[config.mk]
export PLATFORM = sky130hd
export DESIGN_NAME = gravador_jogadas
export DESIGN_NICKNAME = d
export VERILOG_FILES = /design/src/rtl/gravador_jogadas.sv
export SDC_FILE = /design/constraint.sdc
export NUM_CORES = 1
export LEC_CHECK = 0
export BUFFER_PORTS_ARGS = -buffer_cell sky130_fd_sc_hd__buf_2
export CAP_MARGIN = 20
export CORE_ASPECT_RATIO = 0.6
export CORE_MARGIN = 2
export CORE_UTILIZATION = 42
export DETAILED_ROUTE_END_ITERATION = 6
export PLACE_DENSITY_LB_ADDON = 0.2
export SLEW_MARGIN = 10
export SYNTH_ARGS = -nofsm -noshare
export SYNTH_HDL_FRONTEND = slang
export SYNTH_SLANG_ARGS = --single-unit
[constraint.sdc]
create_clock -name clock -period 2.95 [get_ports clock]
set_input_delay 0.4425 -clock clock [delete_from_list [all_inputs] [get_ports clock]]
set_output_delay 0.4425 -clock clock [all_outputs]
set_load 0.05 [all_outputs]
[src/rtl/gravador_jogadas.sv]
// gravador_jogadas: records Genius button presses into a 16x4 memory with a 1-cycle read port.
// Optional macro GRAVADOR_ECO_EN echoes botoes on leds while recording.
`default_nettype none

module gravador_jogadas #(
  parameter int DEPTH   = 16,
  parameter int ADDR_W  = 4,
  parameter int TIMEOUT = 20000,
  parameter int T_W     = 16
) (
  input  logic              clock,
  input  logic              reset,
  input  logic              iniciar,
  input  logic [3:0]        botoes,
  input  logic [ADDR_W-1:0] rd_addr,
  output logic [3:0]        rd_data,
  output logic [ADDR_W-1:0] tamanho,
  output logic              gravando,
  output logic              valida,
  output logic              pronto,
  output logic              erro,
  output logic              timeout,
  output logic [3:0]        leds,
  output logic [2:0]        db_estado
);

  typedef enum logic [2:0] {
    INICIAL  = 3'd0,
    ESPERA   = 3'd1,
    REGISTRA = 3'd2,
    PROXIMO  = 3'd3,
    FIM      = 3'd4,
    ERRO     = 3'd5
  } estado_t;

  estado_t           estado_q;
  logic [ADDR_W-1:0] endereco_q;
  logic [ADDR_W-1:0] tamanho_q;
  logic [T_W-1:0]    timer_q;
  logic [3:0]        jog_q;
  logic              sinal_ant_q;
  logic              valida_q;
  logic              pronto_q;
  logic              erro_q;
  logic              timeout_q;
  logic              gravando_q;
  logic [3:0]        rd_data_q;
  logic [3:0]        mem_q [DEPTH];

  logic sinal;
  logic jogada;
  logic botao_unico;
  logic expirou;
  logic cheio;

  assign sinal       = |botoes;
  assign jogada      = sinal & ~sinal_ant_q;
  assign botao_unico = (botoes != 4'b0) && ((botoes & (botoes - 4'd1)) == 4'b0);
  assign expirou     = (timer_q == T_W'(TIMEOUT - 1));
  assign cheio       = (endereco_q == ADDR_W'(DEPTH - 1));

  // Edge history is tracked in every state so a button held across a state
  // change can never produce a late edge.
  always_ff @(posedge clock) begin
    if (reset) begin
      sinal_ant_q <= 1'b0;
    end else begin
      sinal_ant_q <= sinal;
    end
  end

  always_ff @(posedge clock) begin
    if (reset) begin
      estado_q   <= INICIAL;
      endereco_q <= '0;
      tamanho_q  <= '0;
      timer_q    <= '0;
      jog_q      <= 4'b0;
      valida_q   <= 1'b0;
      pronto_q   <= 1'b0;
      erro_q     <= 1'b0;
      timeout_q  <= 1'b0;
      gravando_q <= 1'b0;
    end else begin
      pronto_q  <= 1'b0;
      timeout_q <= 1'b0;
      case (estado_q)
        INICIAL: begin
          if (iniciar) begin
            estado_q   <= ESPERA;
            endereco_q <= '0;
            timer_q    <= '0;
            valida_q   <= 1'b0;
            tamanho_q  <= '0;
            gravando_q <= 1'b1;
          end
        end
        ESPERA: begin
          timer_q <= timer_q + 1'b1;
          if (jogada) begin
            if (botao_unico) begin
              jog_q    <= botoes;
              estado_q <= REGISTRA;
            end else begin
              estado_q   <= ERRO;
              erro_q     <= 1'b1;
              valida_q   <= 1'b0;
              gravando_q <= 1'b0;
            end
          end else if (expirou) begin
            timeout_q  <= 1'b1;
            gravando_q <= 1'b0;
            if (endereco_q != '0) begin
              estado_q <= FIM;
              pronto_q <= 1'b1;
            end else begin
              estado_q <= ERRO;
              erro_q   <= 1'b1;
              valida_q <= 1'b0;
            end
          end
        end
        REGISTRA: begin
          tamanho_q <= endereco_q;
          estado_q  <= PROXIMO;
        end
        PROXIMO: begin
          timer_q <= '0;
          if (cheio) begin
            estado_q   <= FIM;
            pronto_q   <= 1'b1;
            gravando_q <= 1'b0;
          end else begin
            endereco_q <= endereco_q + 1'b1;
            estado_q   <= ESPERA;
          end
        end
        FIM: begin
          valida_q <= 1'b1;
          estado_q <= INICIAL;
        end
        ERRO: begin
          if (iniciar) begin
            estado_q   <= ESPERA;
            endereco_q <= '0;
            timer_q    <= '0;
            tamanho_q  <= '0;
            erro_q     <= 1'b0;
            gravando_q <= 1'b1;
          end
        end
        default: begin
          estado_q <= INICIAL;
        end
      endcase
    end
  end

  // Memory is intentionally not reset so recorded words survive a reset.
  always_ff @(posedge clock) begin
    if (estado_q == REGISTRA) begin
      mem_q[endereco_q] <= jog_q;
    end
  end

  always_ff @(posedge clock) begin
    if (reset) begin
      rd_data_q <= 4'b0;
    end else begin
      rd_data_q <= mem_q[rd_addr];
    end
  end

  assign rd_data   = rd_data_q;
  assign tamanho   = tamanho_q;
  assign gravando  = gravando_q;
  assign valida    = valida_q;
  assign pronto    = pronto_q;
  assign erro      = erro_q;
  assign timeout   = timeout_q;
  assign db_estado = estado_q;

`ifdef GRAVADOR_ECO_EN
  assign leds = gravando_q ? botoes : 4'b0;
`else
  assign leds = 4'b0;
`endif

endmodule

`default_nettype wire

==> results.cfg, run 1 <==
[sta]
finalSetupTns_ns = 0
worst_pin_slew_ns = 0.661
maxSlewViolCount = 0
skew_ns = 0.00799
setup_viol_count_final = 0
timing.hold.ws_ns = 0.380
finalCritPeriodShare_pct = 74.1
rsz0062_at_grt = false
timing.final.crit_period_ns = 2.19
fmax_mhz = 458
maxSlewHeadroom_pct = 55.9
final-hold-violation-count = 0

[synthesis]
yosysTopAreaCellShare_pct = 42.5
syn_inst = 342
synth_edf_count = 64
yosys.area.top_type = edfxtp_1
avgSynthCellArea_sq_um = 13.2
synthArstFlopShare_pct = 0
yosys_register_bits = 105
syn_area_sq_mm = 0.00452
synth_common_cells = edfxtp_1, dfxtp_1, nor2_1, mux4_2, nand3_1
yosysSeqAreaShare_pct = 60.6
synth_cell_types = 46
synth_top_flop_cell = edfxtp_1
synth_area_leaders = edfxtp_1, dfxtp_1, mux4_2, nor2_1, xnor2_1
post-synth-top-count-cell = edfxtp_1
ys_warn_count = 0

[floorplanning]
die_h_microns = 84.4
io_pins = 31
rows = 29
die_area_sq_mm = 0.0116
die_width_microns = 138
coreArea_sq_mm = 0.0105
start_util_pct = 43.0

[global_routing]
overflow = 0
antenna_found_initial = 0
grt_usage_pct = 17.7
grt_max_degree = 28
grt_pass1_wl_mm = 15.2
grt_pass1_vias = 2733

[detailed_routing]
totalWireLength_mm = 9.48
dr_total_vias = 2767
ant_nets = 0
drt_pass1_iterations = 6
wire_per_inst_microns = 18.6
drt-vias-per-instance = 5.44
drtIter0Drc = 215
drc_errors = 0

[place]
dpl.hpwl_mm = 6.66
portBuffers = 26
post_dp_cell_area_sq_mm = 0.00476
routabilityCongestion = 0.833
dp_cells = 493

[power_and_ir_drop]
swShare_pct = 27.8
p_int_w = 0.00254
p_leak_nw = 1.71
comb_power_share_pct = 16.8
ir_drop_mv = 0.327
p_switching_w = 0.000977
pwr-share-seq_pct = 48.0
p_per_area_mw_per_mm2 = 694
clkPwrFrac_pct = 35.2

[layout]
fillers = 944
fin_cells = 509
diodes = 0
utilization_pct = 48.2
layout.nets = 381
final_area_sq_mm = 0.00507
drive_gt1_share_pct = 18.1
syn_to_final_growth_pct = 12.1

[worst_setup_path]
cp.arrival_ns = 2.41
r2r_start = db_estado[0]
startpoint = db_estado[0]
critPathSlowestCell = dfxtp_1
critical_path_class = reg -> reg
cp_slowest_stage_delay_ns = 0.60
endpoint_kind = flop
critical_path_required_ns = 3.17
worstPathCellList = inv_1 > maj3_1 > nor3_1 > a31o_2 > a21oi_1
start_kind = flop
cp_max_fo = 15

[clock_network]
h-tree-depth = 3
clock_latency_ns = 0.34
cts_buffer_depth = 2
cts_resized = 0
numCtsBuffers = 9
cts_sinks = 105
root_buffer = clkbuf_16
cts_tree = done
ctsHoldBuffers = 0
post_cts_buffers = 0
clkTransAtPathRegs_ns = 0.07

[min_path]
hold_start = botoes[3]
hold_class = in -> reg

[status]
outcome = finished clean

[run]
cap_violations = 0
[critical path: cells and delay by family, from the launching register on]
| family | cells | cell delay [ns] |
|---|---|---|
| adders and majority gates | 1 | 0.55 |
| AOI/OAI and AO/OA | 2 | 0.28 |
| buffers and inverters | 1 | 0.18 |
| DFF | 1 | 0.60 |
| and+or+nand+nor | 1 | 0.46 |
[stage by stage]
| stage | total power [W] | worst slack [ns] |
|---|---|---|
| after floorplan | 0.00218 | 0.758 |
| after global placement | 0.00231 | 0.712 |
| after detailed placement | 0.00231 | 0.710 |
| after CTS | 0.00354 | 0.773 |
| after global routing | 0.00368 | 0.578 |
| final | 0.00352 | 0.764 |
[layout make-up]
| cell class | instances | area, sq um | area share (%) |
|---|---|---|---|
| timing repair buffer | 28 | 145 | 2.86 |
| inverter | 12 | 45.0 | 0.888 |
| multi-input combinational | 209 | 1650 | 32.6 |
| sequential | 105 | 2740 | 54.1 |
| clock buffer | 10 | 229 | 4.51 |
| tap | 139 | 174 | 3.43 |
| clock inverter | 6 | 82.6 | 1.63 |
[flip-flops by register name, indices dropped and copies added (netlist names)]
register	flops
valida	1
timeout	1
gravando	1
tamanho	4
sinal_ant_q	1
mem_q	64
erro	1
jog_q	4
pronto	1
endereco_q	4
db_estado	3
timer_q	16
rd_data	4
[power groups by stage]
stage          Clock [W]  Sequential [W]  Combinational, W
2_1_floorplan          0         0.00179          0.000390
3_3_place_gp           0         0.00172          0.000586
3_5_place_dp           0         0.00172          0.000587
4_1_cts          0.00126         0.00169          0.000592
5_1_grt          0.00133         0.00170          0.000647
6_report         0.00124         0.00169          0.000591
[path summary, 6_finish.rpt]
path | slack [ns] | cells after the start | end
worst min register to register | 0.47 | 1 | erro
worst min-delay path | 0.38 | 3 | jog_q[3]
worst max register to register | 0.76 | 5 | timer_q[15]
worst max-delay path | 0.76 | 5 | timer_q[15]
[per-layer routing]
metal | GRT usage [%] | part of all wire [%] | vias to the layer above
met3 | 5.25 | 6.8 | 4
li1 | - | - | 1313
met2 | 24.4 | 41 | 82
met4 | 3.90 | 0.68 | 0
met5 | 0 | 0 | -
met1 | 27.4 | 51 | 1368
[layout by cell type, fill, tap and decap left out, types with 3 or more instances in the layout]
| cell | n |
|---|---|
| dfxtp_1 | 41 |
| nand3_1 | 15 |
| xnor2_1 | 12 |
| ha_1 | 5 |
| nor2_1 | 32 |
| nand2_1 | 12 |
| mux4_2 | 20 |
| nor2b_1 | 8 |
| nor3b_1 | 4 |
| nor4_1 | 7 |
| edfxtp_1 | 64 |
| clkbuf_16 | 9 |
| a31oi_1 | 3 |
| nand2b_1 | 4 |
| and2_1 | 13 |
| nand4_1 | 6 |
| conb_1 | 4 |
| o31ai_1 | 3 |
| o21ai_0 | 8 |
| mux2i_1 | 4 |
| inv_1 | 12 |
| nor3_1 | 6 |
| a21oi_1 | 12 |
| buf_2 | 26 |
| and4_1 | 4 |
| xor2_1 | 5 |
[cell families after synthesis]
group,after synthesis,share of synthesized area (%)
xor gates and xnor gates,17,3.29
adders and majority gates,7,1.83
AOI/OAI and AO/OA,38,5.73
buffers and inverters,31,3.04
other,1,0.0829
DFF,105,60.6
and+or+nand+nor,119,14.6
muxes,24,10.8
No activity file was read; power rests on OpenSTA's default activity.
==> run 2, diff against run 1 <==
--- a/config.mk
+++ b/config.mk
@@ -5,6 +5,7 @@
 export SDC_FILE = /design/constraint.sdc
 export NUM_CORES = 1
 export LEC_CHECK = 0
+export ABC_AREA = 1
 export BUFFER_PORTS_ARGS = -buffer_cell sky130_fd_sc_hd__buf_2
 export CAP_MARGIN = 20
 export CORE_ASPECT_RATIO = 0.6
==> constraint.sdc (replaced) <==
create_clock -name clock -period 2.18 [get_ports clock]
set_input_delay 0.327 -clock clock [delete_from_list [all_inputs] [get_ports clock]]
set_output_delay 0.327 -clock clock [all_outputs]
set_load 0.05 [all_outputs]
==> run 2 against run 1 <==
Against the previous run: clock skew decreased by 0.0037 ns; via count grew 30%; register-to-register slack worse by 0.45 ns; highest routed layer unchanged; wire length is 15% higher; sequential share of layout area is 1.5 points lower; final cell count grew 35%; first-iteration DRC count up 87%; critical path depth grew 4; fmax rose by 17%; synthesized cell count rose by 50%; final area up 2.8%.
==> results.cfg, run 2 <==
[layout]
largest_reg_flops = 64
layout.nets = 557
final_common_cell = nor2_1
drive_gt1_share_pct = 11.5
final_cell_mix = nor2_1, nand2_1, edfxtp_1
syn_to_final_growth_pct = 12.2
diodes = 0
top_register = mem_q
utilization_pct = 48.9
reg.largest.list = mem_q (64), timer_q (16)
final_area_sq_mm = 0.00521

[global_routing]
grt_max_degree = 33
grt_pass1_vias = 3305
grt_usage_pct = 19.2
use_met3_pct = 4.74
antenna_found_initial = 0
grt_use_met1_pct = 31.4
grt_pass1_wl_mm = 17.7
gr-max-usage-layer = met1
overflow = 0
met2_usage_pct = 24.9

[clock_network]
clkTransAtPathRegs_ns = 0.07
cts_resized = 0
numCtsBuffers = 9
h-tree-depth = 3
root_buffer = clkbuf_16
ctsHoldBuffers = 0
cts_buffer_depth = 2
clock_latency_ns = 0.34
cts_sinks = 105
post_cts_buffers = 0
cts_tree = done

[place]
pre_cts_ws_ns = 0.374
routabilityCongestion = 0.885
post_dp_cell_area_sq_mm = 0.00492
dpl.hpwl_mm = 7.77
portBuffers = 26

[sta]
fmax_mhz = 536
finalCritPeriodShare_pct = 85.6
fin_ws_ns = 0.313
final-hold-violation-count = 0
worst_pin_slew_ns = 0.680
maxSlewViolCount = 0
maxSlewHeadroom_pct = 54.6
setup_viol_count_final = 0
skew_ns = 0.00430
rsz0062_at_grt = false
timing.final.crit_period_ns = 1.87
finalSetupTns_ns = 0

[synthesis]
synth_area_leaders = edfxtp_1, dfxtp_1, nor2_1, nand2_1, o21ai_0
synth_cell_types = 29
synthArstFlopShare_pct = 0
avgSynthCellArea_sq_um = 9.07
yosysSeqAreaShare_pct = 59.1
synth_top_flop_cell = edfxtp_1
syn_area_sq_mm = 0.00464
yosysTopAreaCellShare_pct = 41.4
synth_common_cells = nor2_1, nand2_1, edfxtp_1, o21ai_0, inv_1
yosys.area.top_type = edfxtp_1
yosys_register_bits = 105
ys_warn_count = 0
syn_inst = 512
synth_edf_count = 64
post-synth-top-count-cell = nor2_1

[worst_setup_path]
critPathSlowestCell = dfxtp_1
cp.arrival_ns = 2.10
cp_slowest_stage_delay_ns = 0.56
critical_path_class = reg -> reg
endpoint_kind = flop
cpMostUsedCell = nand2_1
critical_path_required_ns = 2.41
start_kind = flop
worstPathCellList = nand2_1 > nand2_1 > o21ai_0 > inv_1 > nand2_2 > inv_2 > nand2_1 > nor3_1 > nor2_1
cp_max_fo = 12

[detailed_routing]
drt_pass1_iterations = 5
drtIter0Drc = 402
ant_nets = 0
drt-vias-per-instance = 5.27
drc_errors = 0
totalWireLength_mm = 10.9
wire_per_inst_microns = 16.0
dr_total_vias = 3607

[floorplanning]
die_area_sq_mm = 0.0119
start_util_pct = 43.5
coreArea_sq_mm = 0.0107
die_h_microns = 85.5
io_pins = 31
rows = 29
die_width_microns = 140

[power_and_ir_drop]
p_per_area_mw_per_mm2 = 922
p_leak_nw = 1.97
ir_drop_mv = 0.525

[min_path]
hold_class = in -> reg

[status]
outcome = finished clean

[run]
cap_violations = 0
==> run 2: cell types whose count changed in the layout (fill, tap and decap cells not counted), sizes merged, moves of 9 or more <==
cell	change
inv	+36
nor2	+70
xnor2	-12
a21oi	+18
and2	-13
buf	+9
o21ai	+43
mux4	-20
nand2	+67
o211ai	+14
==> run 2: critical path: cells and delay by family (launching register included) <==
family                 cells  cell delay (ns)
flip-flops                 1             0.56
buffers and inverters      2             0.37
AND/OR/NAND/NOR            6             0.74
AO/OA/AOI/OAI              1             0.09
==> run 2: final timing paths <==
kind | startpoint | cells past startpoint | to | slack, ns
setup / recovery | db_estado[0] | 9 | timer_q[7] | 0.31
hold / removal | botoes[2] | 3 | jog_q[2] | 0.26
setup reg to reg | db_estado[0] | 9 | timer_q[7] | 0.31
hold reg to reg | gravando | 2 | gravando | 0.45
==> run 2: metrics by stage <==
step                hold WS [ns]  std cells  power [W]
floorplan                  0.462        515    0.00303
global placement           0.437        669    0.00321
detailed placement         0.441        669    0.00322
CTS                        0.241        685    0.00483
global route               0.274        685    0.00502
finish                     0.263        685    0.00480
==> run 2: metal layers <==
layer / routed length (microns) / share of wire [%]
met5: 0 / 0
met4: 96 / 0.88
met3: 878 / 8.0
met2: 4220 / 39
met1: 5750 / 53
==> run 2: cells by family (layout without fill, tap and decap cells) <==
group | after synthesis | after routing | share of synthesized area [%]
AND/OR/NAND/NOR | 230 | 230 | 21.0
AO/OA/AOI/OAI | 101 | 101 | 12.0
other | 1 | 4 | 0.0807
buffers and inverters | 70 | 101 | 6.52
flip-flops | 105 | 105 | 59.1
adder cells (fa/ha/maj) | 5 | 5 | 1.35
==> run 2: power by group <==
part           total, W  internal [W]  switching [W]
Combinational  0.000908      0.000244       0.000664
Sequential      0.00228       0.00218      0.0000997
Clock           0.00161      0.000927       0.000687
==> run 2: area by class of cell <==
| class | instances | area (sq um) |
|---|---|---|
| Fill cell | 1029 | 5460 |
| Inverter | 48 | 180 |
| Timing Repair Buffer | 37 | 213 |
| Multi-Input combinational cell | 340 | 1610 |
| Clock buffer | 14 | 254 |
| Sequential cell | 105 | 2740 |
| Tap cell | 139 | 174 |
| Clock inverter | 2 | 38.8 |
